===== config.mk =====
export PLATFORM = sky130hd
export DESIGN_NAME = alu_arbiter_flat
export DESIGN_NICKNAME = d
export VERILOG_FILES = /design/src/rtl/alu_arbiter_if.sv /design/src/rtl/alu_arbiter.sv /design/src/flat_wrapper.sv
export SDC_FILE = /design/constraint.sdc
export NUM_CORES = 1
export LEC_CHECK = 0
export BUFFER_PORTS_ARGS = -buffer_cell sky130_fd_sc_hd__buf_2
export CAP_MARGIN = 40
export CORE_AREA = 2 2 110 112
export CTS_CLUSTER_DIAMETER = 80
export DETAILED_ROUTE_END_ITERATION = 8
export DIE_AREA = 0 0 112 114
export PLACE_DENSITY = 0.76
export SLEW_MARGIN = 0
export SYNTH_ARGS = -nofsm -noshare
export SYNTH_HDL_FRONTEND = slang
export SYNTH_SLANG_ARGS = --single-unit

===== constraint.sdc =====
create_clock -name clk -period 1.7 [get_ports clk]
set_input_delay 0.255 -clock clk [delete_from_list [all_inputs] [get_ports clk]]
set_output_delay 0.255 -clock clk [all_outputs]
set_load 0.02 [all_outputs]

===== src/rtl/alu_arbiter_if.sv =====
// Requester, shared-ALU and response signals of the two-port ALU arbiter.
// The arbiter binds the slave modport; the environment binds the master modport.
interface alu_arbiter_if #(
  parameter int XLEN = 32
);
  logic            req0_valid;
  logic            req0_ready;
  logic [3:0]      req0_op;
  logic [XLEN-1:0] req0_a;
  logic [XLEN-1:0] req0_b;
  logic            req1_valid;
  logic            req1_ready;
  logic [3:0]      req1_op;
  logic [XLEN-1:0] req1_a;
  logic [XLEN-1:0] req1_b;
  logic [XLEN-1:0] alu_a;
  logic [XLEN-1:0] alu_b;
  logic [3:0]      alu_control;
  logic [XLEN-1:0] alu_result;
  logic            alu_zero;
  logic            rsp_valid;
  logic            rsp_ready;
  logic            rsp_id;
  logic [XLEN-1:0] rsp_result;
  logic            rsp_zero;
  logic            rsp_err;
  logic            busy;

  modport slave (
    input  req0_valid, req0_op, req0_a, req0_b,
    input  req1_valid, req1_op, req1_a, req1_b,
    input  alu_result, alu_zero, rsp_ready,
    output req0_ready, req1_ready,
    output alu_a, alu_b, alu_control,
    output rsp_valid, rsp_id, rsp_result, rsp_zero, rsp_err, busy
  );

  modport master (
    output req0_valid, req0_op, req0_a, req0_b,
    output req1_valid, req1_op, req1_a, req1_b,
    output alu_result, alu_zero, rsp_ready,
    input  req0_ready, req1_ready,
    input  alu_a, alu_b, alu_control,
    input  rsp_valid, rsp_id, rsp_result, rsp_zero, rsp_err, busy
  );
endinterface


===== src/rtl/alu_arbiter.sv =====
// Round-robin arbiter sharing one combinational ALU between two requesters,
// one operation in flight: IDLE (grant) -> ISSUE (drive ALU) -> RESP (hold result).
module alu_arbiter #(
  parameter int XLEN = 32
) (
  input logic          clk,
  input logic          rst_n,
  alu_arbiter_if.slave bus
);

  typedef enum logic [1:0] {IDLE, ISSUE, RESP} state_t;

  state_t          state;
  logic            rr_ptr;
  logic [3:0]      ctl_p0;
  logic [XLEN-1:0] a_p0;
  logic [XLEN-1:0] b_p0;
  logic            id_p0;
  logic            err_p0;

  logic            rsp_valid_q;
  logic            rsp_id_q;
  logic [XLEN-1:0] rsp_result_q;
  logic            rsp_zero_q;
  logic            rsp_err_q;
  logic            busy_q;

  logic            grant0;
  logic            grant1;
  logic [3:0]      sel_op;
  logic [XLEN-1:0] sel_a;
  logic [XLEN-1:0] sel_b;

  function automatic logic op_illegal(input logic [3:0] op);
    return op > 4'd9;
  endfunction

  // Grant is combinational in IDLE; the pointer only breaks ties.
  always_comb begin
    grant0 = 1'b0;
    grant1 = 1'b0;
    if (rst_n && state == IDLE) begin
      if (bus.req0_valid && (!bus.req1_valid || !rr_ptr))
        grant0 = 1'b1;
      else if (bus.req1_valid)
        grant1 = 1'b1;
    end
  end

  always_comb begin
    sel_op = bus.req0_op;
    sel_a  = bus.req0_a;
    sel_b  = bus.req0_b;
    if (grant1) begin
      sel_op = bus.req1_op;
      sel_a  = bus.req1_a;
      sel_b  = bus.req1_b;
    end
  end

  assign bus.req0_ready  = grant0;
  assign bus.req1_ready  = grant1;
  assign bus.alu_a       = a_p0;
  assign bus.alu_b       = b_p0;
  assign bus.alu_control = ctl_p0;
  assign bus.rsp_valid   = rsp_valid_q;
  assign bus.rsp_id      = rsp_id_q;
  assign bus.rsp_result  = rsp_result_q;
  assign bus.rsp_zero    = rsp_zero_q;
  assign bus.rsp_err     = rsp_err_q;
  assign bus.busy        = busy_q;

  always_ff @(posedge clk) begin
    if (!rst_n) begin
      state        <= IDLE;
      rr_ptr       <= 1'b0;
      ctl_p0       <= '0;
      a_p0         <= '0;
      b_p0         <= '0;
      id_p0        <= 1'b0;
      err_p0       <= 1'b0;
      rsp_valid_q  <= 1'b0;
      rsp_id_q     <= 1'b0;
      rsp_result_q <= '0;
      rsp_zero_q   <= 1'b0;
      rsp_err_q    <= 1'b0;
      busy_q       <= 1'b0;
    end else begin
      case (state)
        // p0: latch the granted request; illegal ops still drive code 0
        IDLE: begin
          if (grant0 || grant1) begin
            ctl_p0 <= op_illegal(sel_op) ? 4'd0 : sel_op;
            err_p0 <= op_illegal(sel_op);
            a_p0   <= sel_a;
            b_p0   <= sel_b;
            id_p0  <= grant1;
            rr_ptr <= grant0;
            busy_q <= 1'b1;
            state  <= ISSUE;
          end
        end
        // p1: capture the shared ALU output into the response registers
        ISSUE: begin
          rsp_result_q <= err_p0 ? '0 : bus.alu_result;
          rsp_zero_q   <= err_p0 | bus.alu_zero;
          rsp_err_q    <= err_p0;
          rsp_id_q     <= id_p0;
          rsp_valid_q  <= 1'b1;
          state        <= RESP;
        end
        RESP: begin
          if (bus.rsp_ready) begin
            rsp_valid_q <= 1'b0;
            busy_q      <= 1'b0;
            state       <= IDLE;
          end
        end
        default: state <= IDLE;
      endcase
    end
  end

endmodule


===== src/flat_wrapper.sv =====
// flat-port wrapper written by rule: the top's interface ports become plain ports
module alu_arbiter_flat 
#(
  parameter int XLEN = 32
)
  (clk, rst_n, bus_req0_valid, bus_req0_op, bus_req0_a, bus_req0_b, bus_req1_valid, bus_req1_op, bus_req1_a, bus_req1_b, bus_alu_result, bus_alu_zero, bus_rsp_ready, bus_req0_ready, bus_req1_ready, bus_alu_a, bus_alu_b, bus_alu_control, bus_rsp_valid, bus_rsp_id, bus_rsp_result, bus_rsp_zero, bus_rsp_err, bus_busy);
  alu_arbiter_if #(.XLEN(XLEN)) bus_i ();
  input logic clk;
  input logic rst_n;
  input wire logic [$bits(bus_i.req0_valid)-1:0] bus_req0_valid;
  input wire logic [$bits(bus_i.req0_op)-1:0] bus_req0_op;
  input wire logic [$bits(bus_i.req0_a)-1:0] bus_req0_a;
  input wire logic [$bits(bus_i.req0_b)-1:0] bus_req0_b;
  input wire logic [$bits(bus_i.req1_valid)-1:0] bus_req1_valid;
  input wire logic [$bits(bus_i.req1_op)-1:0] bus_req1_op;
  input wire logic [$bits(bus_i.req1_a)-1:0] bus_req1_a;
  input wire logic [$bits(bus_i.req1_b)-1:0] bus_req1_b;
  input wire logic [$bits(bus_i.alu_result)-1:0] bus_alu_result;
  input wire logic [$bits(bus_i.alu_zero)-1:0] bus_alu_zero;
  input wire logic [$bits(bus_i.rsp_ready)-1:0] bus_rsp_ready;
  output wire logic [$bits(bus_i.req0_ready)-1:0] bus_req0_ready;
  output wire logic [$bits(bus_i.req1_ready)-1:0] bus_req1_ready;
  output wire logic [$bits(bus_i.alu_a)-1:0] bus_alu_a;
  output wire logic [$bits(bus_i.alu_b)-1:0] bus_alu_b;
  output wire logic [$bits(bus_i.alu_control)-1:0] bus_alu_control;
  output wire logic [$bits(bus_i.rsp_valid)-1:0] bus_rsp_valid;
  output wire logic [$bits(bus_i.rsp_id)-1:0] bus_rsp_id;
  output wire logic [$bits(bus_i.rsp_result)-1:0] bus_rsp_result;
  output wire logic [$bits(bus_i.rsp_zero)-1:0] bus_rsp_zero;
  output wire logic [$bits(bus_i.rsp_err)-1:0] bus_rsp_err;
  output wire logic [$bits(bus_i.busy)-1:0] bus_busy;
  assign bus_i.req0_valid = bus_req0_valid;
  assign bus_i.req0_op = bus_req0_op;
  assign bus_i.req0_a = bus_req0_a;
  assign bus_i.req0_b = bus_req0_b;
  assign bus_i.req1_valid = bus_req1_valid;
  assign bus_i.req1_op = bus_req1_op;
  assign bus_i.req1_a = bus_req1_a;
  assign bus_i.req1_b = bus_req1_b;
  assign bus_i.alu_result = bus_alu_result;
  assign bus_i.alu_zero = bus_alu_zero;
  assign bus_i.rsp_ready = bus_rsp_ready;
  assign bus_req0_ready = bus_i.req0_ready;
  assign bus_req1_ready = bus_i.req1_ready;
  assign bus_alu_a = bus_i.alu_a;
  assign bus_alu_b = bus_i.alu_b;
  assign bus_alu_control = bus_i.alu_control;
  assign bus_rsp_valid = bus_i.rsp_valid;
  assign bus_rsp_id = bus_i.rsp_id;
  assign bus_rsp_result = bus_i.rsp_result;
  assign bus_rsp_zero = bus_i.rsp_zero;
  assign bus_rsp_err = bus_i.rsp_err;
  assign bus_busy = bus_i.busy;
  alu_arbiter #(.XLEN(XLEN)) u_core (.clk(clk), .rst_n(rst_n), .bus(bus_i));
endmodule

==> out/metrics.cfg, run 1 <==
[run_status]
outcome=complete, no violations

[setup_path]
start_kind=flop
crit_slowest_cell=dfxtp_2
cp_slowest_stage_delay_ns=0.34
cp-end-kind=primary output
critPathKind=flop to primary output
critical_path_buf_inv_count=3
worstPathRequired_ns=1.44
critical_path.max_fanout=4
path_cells=nor3b_4, nand3_4, clkinv_4, buf_12, nor2_4, buf_6
critPathArrivalTime_ns=1.41
critPathTopFamily=simple AND/OR/NAND/NOR gates

[timing]
hold_ws_ns=0.146
fin_tns_setup_ns=0
skew_ns=0.00829
worst_pin_slew_ns=0.410
layout_worst_path_cycle_share_pct=98.0
slew_violations=0
finalHoldViolCount=0
setup_viol=0
max_freq_mhz=600
rsz0062_at_grt=yes
relSlewSlack_pct=72.7
finalCriticalPeriod_ns=1.67

[synthesis]
netlist_instances=570
synthArstFlopShare_pct=0
synth.distinct_cells=30
netlist_area_um2=4600
ys_ff_latch=110
avgSynthCellArea_um2=8.07
ys_seq_area_share_pct=47.9
syn_nets=744
synth-edff-count=0
synthFlopType=dfxtp_1
yosysWarnings=0

[power]
p_leak_nw=3.17
ir_drop_v=0.000598
p_per_area_nw_per_um2=1000

[place]
placed_cells_incl_taps=963
gp_congestion=0.773
hpwlAfterDp_mm=9.74
port_buffers=280

[cells_and_area]
num_antenna_cells=0
syn2layout_area_growth_pct=44.1
final.fill_count=1099
layout-drive-gt1-share_pct=39.3
final_cell_count_no_fill=986
final_nets=1009

[global_routing]
grt_pass1_vias=4501
grt_pass1_wl_mm=22.3
track_usage_pct=21.2
grt_max_degree=110
antenna_found_initial=1
grt_overflow_total=0

[floorplanning]
core-area_um2=11700
die_area_um2=12800
die_w_um=112
row_count=40
die-height_um=114
num_io_pins=281
initial_utilization_pct=39.3

[drt]
vias_per_cell=5.13
drt_pre_antenna_iters=5
drt.antenna.violating_nets=0
totalWireLength_mm=14.5
num_vias=5063
wl_per_cell_um=14.7
drc_errors=0
dr.first_iter.drc_count=481

[clock_network]
clk_path_buf_depth=2
cts.sinks=110
hold_buffers=0
cts_tree=done
cts_root_buf=clkbuf_16
clkTransAtPathRegs_ns=0.07
htreeDepth=3
clk_latency_ns=0.34
numCtsBuffers=9

[worst_hold_path]
hp-class=input port to flop

[flow_run]
cap_violations=0

==> repair_timing <==
| action | in CTS | in global routing |
|---|---|---|
| gates resized for setup | 7 | 10 |
| pin swaps | 2 | 3 |
| setup endpoints to repair | 2 | 39 |
| cloned | 2 | 1 |
| setup buffers | 5 | 1 |
==> registers in the layout (all words and copies together), names as in the netlist <==
signal / flops
u_core.bus.alu_a: 32
u_core.rr_ptr: 1
u_core.id_p0: 1
u_core.bus.alu_control: 4
u_core.bus.rsp_id: 1
u_core.bus.rsp_err: 1
u_core.bus.rsp_valid: 1
u_core.bus.rsp_result: 32
u_core.bus.rsp_zero: 1
u_core.bus.alu_b: 32
u_core.state: 2
u_core.err_p0: 1
u_core.bus.busy: 1
==> final cells by class <==
class                   instances  area (um2)  area share [%]
clock buffers                  10         239            3.61
clock inverters                 5        83.8            1.27
inverters                       4        25.0           0.378
multi-input cells             404        2130            32.2
flip-flops and latches        110        2200            33.3
well taps                     147         184            2.78
repair buffers                306        1760            26.5
==> metal layers <==
| metal | up-vias | part of all wire (%) | GRT usage, % |
|---|---|---|---|
| li1 | 2506 | - | - |
| met1 | 2305 | 43 | 26.8 |
| met2 | 236 | 47 | 35.3 |
| met3 | 16 | 8.8 | 6.70 |
| met4 | 0 | 1.4 | 5.53 |
| met5 | - | 0 | 0 |
==> where the power goes <==
group	switching (mW)	internal [mW]	total [mW]	leakage (nW)
clock	0.931	1.33	2.26	0.151
combinational	0.866	0.604	1.47	2.12
sequential	0.109	2.80	2.91	0.905
==> worst paths after layout <==
check / startpoint / to / slack [ns] / cells after the start
setup / recovery: u_core.state[1] / bus_req0_ready / 0.03 / 6
hold / removal: bus_req0_op[2] / u_core.bus.alu_control[2] / 0.15 / 2
setup reg to reg: u_core.state[1] / u_core.bus.alu_control[1] / 0.10 / 7
hold reg to reg: u_core.bus.rsp_result[0] / u_core.bus.rsp_result[0] / 0.46 / 2
==> cell usage in the layout, fill, tap and decap left out, types with 3 or more instances in the layout <==
cell type  netlist  final
a21boi_0        34     34
a21oi_1          3      3
a31oi_1         66     66
buf_12           0      6
buf_2           22    278
buf_4            4     15
buf_6            3      3
clkbuf_16        0     10
clkinv_4         0      3
dfxtp_1        110    108
nand2_1        167    167
nand3_1          4      4
nand3b_1        33     33
nor2_1           6      5
nor3_1           3      3
o21ai_0         57     57
o21ai_1         15     15
==> Yosys cell counts (3+ instances only) <==
master	count	area, um2
dfxtp_1	110	2200
nand3b_1	33	248
nor2_1	6	22.5
o21ai_0	57	285
a21boi_0	34	255
nor3_1	3	15.0
a31oi_1	66	413
buf_6	3	33.8
nand3_1	4	20.0
o21ai_1	15	75.1
clkbuf_1	23	86.3
buf_2	22	110
nand2_1	167	627
buf_4	4	30.0
a21oi_1	3	15.0
==> stage by stage <==
| step | cell area (um2) | power, mW | utilization [%] | setup slack, ns |
|---|---|---|---|---|
| after global routing | 6630 | 6.97 | 56.6 | -0.0423 |
| final | 6630 | 6.64 | 56.6 | 0.0338 |
| after floorplan | 4600 | 3.79 | - | 0.205 |
| after detailed placement | 6140 | 4.37 | 52.4 | 0.0464 |
| after global placement | 6140 | 4.35 | 52.4 | 0.0970 |
| after CTS | 6570 | 6.67 | 56.1 | 0.000327 |
==> worst reg2reg max path, stage by stage, from the launching register on <==
cell and delay (ns):
dfxtp_2 0.34, nor3b_4 0.26, nand3_4 0.12, clkinv_4 0.09, buf_12 0.10, buf_4 0.19, nor3_1 0.09, a221o_1 0.30
==> kinds of logic after synthesis <==
| kind of cell | after synthesis | share of synthesized area, % |
|---|---|---|
| AOI/OAI and AO/OA | 181 | 23.8 |
| buffers and inverters | 56 | 5.98 |
| muxes | 1 | 0.245 |
| DFF | 110 | 47.9 |
| and+or+nand+nor | 222 | 22.1 |
Power figures use the tool's default switching activity.
==> run 2: changes to the inputs <==
--- a/config.mk
+++ b/config.mk
@@ -11,6 +11,7 @@
 export CTS_CLUSTER_DIAMETER = 80
 export DETAILED_ROUTE_END_ITERATION = 8
 export DIE_AREA = 0 0 112 114
+export GPL_TIMING_DRIVEN = 0
 export PLACE_DENSITY = 0.76
 export SLEW_MARGIN = 0
 export SYNTH_ARGS = -nofsm -noshare
==> run 2 against run 1 <==
  * Sequential power hardly changed
  * Design area is 0.91% lower
  * Non-clock buffer count rose by 32
  * Largest power group unchanged
  * Clock skew is 0.0028 ns lower
  * Critical endpoint unchanged
  * Sequential share of layout area up 0.38 points
  * Utilization decreased by 0.51 points
  * Cell count grew 3.4%
  * Clock-buffer cell count grew 3
==> out/metrics.cfg, run 2 (same netlist as run 1, synthesis figures left out) <==
[run_status]
outcome=complete, no violations  ; unchanged

[drt]
totalWireLength_mm=15.4  ; was 14.5 mm
num_vias=5124  ; was 5063
drt.antenna.violating_nets=0  ; unchanged
drc_errors=0  ; unchanged
dr.first_iter.drc_count=379  ; was 481
wl_per_cell_um=15.1  ; was 14.7 um
vias_per_cell=5.02  ; was 5.13
drt_pre_antenna_iters=4  ; was 5

[floorplanning]
die_w_um=112  ; unchanged
die_area_um2=12800  ; unchanged
num_io_pins=281  ; unchanged
row_count=40  ; unchanged
core-area_um2=11700  ; unchanged
die-height_um=114  ; unchanged
initial_utilization_pct=39.3  ; unchanged

[clock_network]
cts.sinks=110  ; unchanged
clk_latency_ns=0.34  ; about the same
cts_tree=done  ; unchanged
cts_root_buf=clkbuf_16  ; unchanged
clkTransAtPathRegs_ns=0.07  ; about the same
clk_path_buf_depth=2  ; unchanged
numCtsBuffers=9  ; unchanged
htreeDepth=3  ; unchanged
hold_buffers=0  ; unchanged

[setup_path]
critPathArrivalTime_ns=1.42  ; was 1.41 ns
worstPathRequired_ns=1.44  ; about the same
reg2reg_slack_ns=0.08  ; was 0.10 ns
worstReg2RegStart=u_core.state[0]  ; was u_core.state[1]
crit_start=u_core.state[0]  ; was u_core.state[1]
setup.worst_path.end=bus_req0_ready  ; unchanged
reg2reg_depth=7  ; unchanged
r2r_end=u_core.bus.alu_b[12]  ; was u_core.bus.alu_control[1]
critical_path.max_fanout=3  ; was 4
critPathKind=flop to primary output  ; unchanged
cp-end-kind=primary output  ; unchanged
start_kind=flop  ; unchanged

[global_routing]
antenna_found_initial=3  ; was 1
grt_pass1_wl_mm=24.4  ; was 22.3 mm
grt_pass1_vias=4891  ; was 4501
grt_max_degree=17  ; was 110
track_usage_pct=23.7  ; was 21.2%
grt_overflow_total=0  ; unchanged

[place]
hpwlAfterDp_mm=11.6  ; was 9.74 mm
port_buffers=280  ; unchanged
gp_congestion=0.842  ; was 0.773

[timing]
max_freq_mhz=596  ; was 600 MHz
slew_violations=0  ; unchanged
finalHoldViolCount=0  ; unchanged
relSlewSlack_pct=65.2  ; was 72.7%
rsz0062_at_grt=yes  ; unchanged
fin_tns_setup_ns=0  ; unchanged
worst_pin_slew_ns=0.522  ; was 0.410 ns
skew_ns=0.00548  ; was 0.00829 ns
finalCriticalPeriod_ns=1.68  ; was 1.67 ns
layout_worst_path_cycle_share_pct=98.8  ; was 98.0%
setup_viol=0  ; unchanged

[power]
p_per_area_nw_per_um2=968  ; was 1000 nW/um2
ir_drop_v=0.000464  ; was 0.000598 V
p_leak_nw=3.18  ; was 3.17 nW
finalPower_mw=6.36  ; was 6.64 mW

[cells_and_area]
layout-drive-gt1-share_pct=38.9  ; was 39.3%
syn2layout_area_growth_pct=42.8  ; was 44.1%
final_nets=1041  ; was 1009
mostFrequentLayoutCell=buf_2  ; unchanged
final_cell_mix=buf_2, nand2_1, dfxtp_1  ; unchanged

[worst_hold_path]
hp-class=input port to flop  ; unchanged

[flow_run]
cap_violations=0  ; unchanged

==> run 2: final cells by class <==
| cell class | count | area, um2 |
|---|---|---|
| clock inverter | 3 | 20.0 |
| fill | 1151 | 5140 |
| buffer | 51 | 290 |
| multi-input combinational | 404 | 2130 |
| clock buffer | 13 | 250 |
| sequential | 110 | 2210 |
| inverter | 4 | 17.5 |
| tap | 147 | 184 |
| timing repair buffer | 287 | 1460 |
| antenna | 1 | 2.50 |
==> run 2: worst min-delay path by stage <==
stage	startpoint	endpoint	slack (ns)	cells after the start
global route	bus_req1_b[26]	u_core.bus.alu_b[26]	0.16	3
finish	bus_req0_op[2]	u_core.bus.alu_control[2]	0.15	2
CTS	bus_req0_op[2]	u_core.bus.alu_control[2]	0.13	2
global placement	u_core.bus.rsp_result[27]	u_core.bus.rsp_result[27]	0.45	2
detailed placement	u_core.bus.rsp_result[10]	u_core.bus.rsp_result[10]	0.45	2
floorplan	bus_req0_op[2]	u_core.bus.alu_control[2]	0.37	1
==> run 2: report_power, final <==
part	internal [mW]	switching, mW
sequential	2.80	0.115
combinational	0.585	0.880
clock	1.04	0.938
==> run 2: layer usage <==
metal	GRT usage (%)	wire length, um	up-vias
li1	-	-	2570
met1	28.6	6310	2309
met2	40.1	7350	220
met3	6.96	1410	25
met4	9.43	347	0
met5	0	0	-
==> run 2: worst max-delay path, stage by stage (launching register included) <==
cell and delay, ns:
dfxtp_4 0.35, nor3b_4 0.26, buf_4 0.17, o21ai_4 0.06, nor2_2 0.12, buf_6 0.12
==> run 2: repair_timing <==
item                                    CTS  global route
pin swaps                                 2             2
gates resized for setup                  11            21
buffers inserted                          6             1
endpoints found under the setup margin    2            71
==> run 2: per-stage QoR <==
step                      hold WS, ns  area (um2)  worst slack [ns]  util (%)  instances
after floorplan                 0.365        4600             0.205         -        570
after global placement          0.447        6180            -0.316      52.8        997
after detailed placement        0.452        6180            -0.335      52.8        997
after CTS                       0.133        6530           0.00525      55.7       1019
after global routing            0.157        6570           -0.0351      56.1       1020
final                           0.146        6570            0.0212      56.1       1020
==> run 3: changes to the inputs <==
==> constraint.sdc (replaced) <==
create_clock -name clk -period 1.7 [get_ports clk]
set_input_delay 0.34 -clock clk [delete_from_list [all_inputs] [get_ports clk]]
set_output_delay 0.34 -clock clk [all_outputs]
set_load 0.02 [all_outputs]
==> run 3 against run 2 <==
  * The run now ends with setup timing left
  * Global-route usage rose by 0.11 points
  * Register-to-register slack gained 0.02 ns
  * Utilization up 0.28 points
  * Total power grew 0.21%
  * Routed wire length grew 0.46%
  * Clock power hardly changed
  * Setup slack lost 0.069 ns
  * Combinational power hardly changed
  * First-iteration DRC count fell by 8.7%
  * Worst hold slack improved by 0.086 ns
  * Largest power group unchanged
  * Highest routed layer unchanged
==> out/metrics.cfg, run 3 (same netlist as run 1, synthesis figures left out) <==
[flow_run]
cap_violations=0  ; unchanged

[timing]
hold_ws_ns=0.233  ; was 0.146 ns
worst_pin_slew_ns=0.537  ; was 0.522 ns
relSlewSlack_pct=64.2  ; was 65.2%
max_freq_mhz=572  ; was 596 MHz
finalHoldViolCount=0  ; unchanged
fin_ws_ns=-0.0480  ; was 0.0212 ns
setup_viol=2  ; was 0
rsz0062_at_grt=yes  ; unchanged
skew_ns=0.00615  ; was 0.00548 ns
layout_worst_path_cycle_share_pct=103  ; was 98.8%
slew_violations=0  ; unchanged
finalCriticalPeriod_ns=1.75  ; was 1.68 ns

[setup_path]
cp-end-kind=primary output  ; unchanged
worstPathRequired_ns=1.36  ; was 1.44 ns
start_kind=flop  ; unchanged
critical_path.max_fanout=4  ; was 3
critPathArrivalTime_ns=1.41  ; was 1.42 ns
critPathKind=flop to primary output  ; unchanged

[floorplanning]
die-height_um=114  ; unchanged
initial_utilization_pct=39.3  ; unchanged
die_w_um=112  ; unchanged
core-area_um2=11700  ; unchanged
num_io_pins=281  ; unchanged
die_area_um2=12800  ; unchanged
row_count=40  ; unchanged

[run_status]
violations=setup timing
outcome=finished, violations left  ; was complete, no violations

[drt]
wl_per_cell_um=15.2  ; was 15.1 um
wl_met3_mm=1.37  ; was 1.41 mm
vias_per_cell=5.06  ; was 5.02
met2WireLength_mm=7.37  ; was 7.35 mm
num_vias=5165  ; was 5124
totalWireLength_mm=15.5  ; was 15.4 mm
met1_length_mm=6.39  ; was 6.31 mm
dr.first_iter.drc_count=346  ; was 379
highest_layer=met4  ; unchanged
drc_errors=0  ; unchanged
drt.antenna.violating_nets=0  ; unchanged
drt_pre_antenna_iters=5  ; was 4

[global_routing]
antenna_found_initial=3  ; unchanged
grt_max_degree=17  ; unchanged
track_usage_pct=23.8  ; was 23.7%
grt_pass1_wl_mm=24.5  ; was 24.4 mm
grt_pass1_vias=4894  ; was 4891
grt_overflow_total=0  ; unchanged

[place]
postPlaceCellArea_um2=6180  ; unchanged
gp_congestion=0.842  ; unchanged
port_buffers=280  ; unchanged
hpwlAfterDp_mm=11.6  ; unchanged
placed_cells_incl_taps=997  ; unchanged
post-place-ws_ns=-0.420  ; was -0.335 ns

[power]
p_per_area_nw_per_um2=965  ; was 968 nW/um2
finalPower_mw=6.37  ; was 6.36 mW
p_leak_nw=3.19  ; was 3.18 nW
ir_drop_v=0.000462  ; was 0.000464 V

[clock_network]
cts_root_buf=clkbuf_16  ; unchanged
numCtsBuffers=9  ; unchanged
htreeDepth=3  ; unchanged
clkTransAtPathRegs_ns=0.07  ; about the same
hold_buffers=0  ; unchanged
cts_tree=done  ; unchanged
cts.sinks=110  ; unchanged
clk_latency_ns=0.34  ; about the same
clk_path_buf_depth=2  ; unchanged

[cells_and_area]
final_nets=1041  ; unchanged
syn2layout_area_growth_pct=43.5  ; was 42.8%
final_cell_count_no_fill=1020  ; unchanged
layout-drive-gt1-share_pct=39.0  ; was 38.9%
mostFrequentLayoutCell=buf_2  ; unchanged
final_cell_mix=buf_2, nand2_1, dfxtp_1  ; unchanged
fin_area_um2=6600  ; was 6570 um2

[worst_hold_path]
hp-class=input port to flop  ; unchanged

==> run 3: critical path, cell delays in order, from the launching register on <==
cell     delay [ns]
dfxtp_4        0.35
nor3b_4        0.24
buf_4          0.16
o21ai_4        0.08
nor2_4         0.11
buf_6          0.12
==> run 3: repair_timing <==
| action | in CTS | in global routing |
|---|---|---|
| resized for setup | 14 | 26 |
| endpoints found under the hold margin | 0 | 0 |
| pin swaps | 3 | 0 |
| setup endpoints to repair | 22 | 55 |
| buffers inserted | 6 | 0 |
==> run 3: final cells by class <==
type,instances,area [um2]
well taps,147,184
clock inverters,3,20.0
flip-flops and latches,110,2210
fillers,1152,5110
diodes,1,2.50
plain buffers,52,323
multi-input cells,404,2140
clock buffers,13,250
repair buffers,286,1460
inverters,4,17.5
==> run 3: final timing paths <==
check / from / endpoint / slack [ns] / depth (start not counted)
max: u_core.state[0] / bus_req0_ready / -0.05 / 5
min: bus_req0_op[2] / u_core.bus.alu_control[2] / 0.23 / 2
max reg2reg: u_core.state[0] / u_core.bus.alu_b[12] / 0.10 / 7
min reg2reg: u_core.bus.rsp_result[13] / u_core.bus.rsp_result[13] / 0.46 / 2
==> run 3: stage by stage <==
step	TNS [ns]	util (%)
2_1_floorplan	0	-
3_3_place_gp	-8.55	52.8
3_5_place_dp	-8.81	52.8
4_1_cts	-0.135	55.9
5_1_grt	-0.223	56.3
6_report	-0.0581	56.3
==> run 3: power by group <==
| part | internal [mW] | switching, mW | total (mW) |
|---|---|---|---|
| clock | 1.04 | 0.937 | 1.97 |
| combinational | 0.595 | 0.884 | 1.48 |
| sequential | 2.80 | 0.115 | 2.92 |
==> run 3: metal layers <==
layer	vias to the layer above	global-route usage, %
met2	221	40.3
met3	27	6.96
met1	2352	28.8
met5	-	0
li1	2565	-
met4	0	9.43
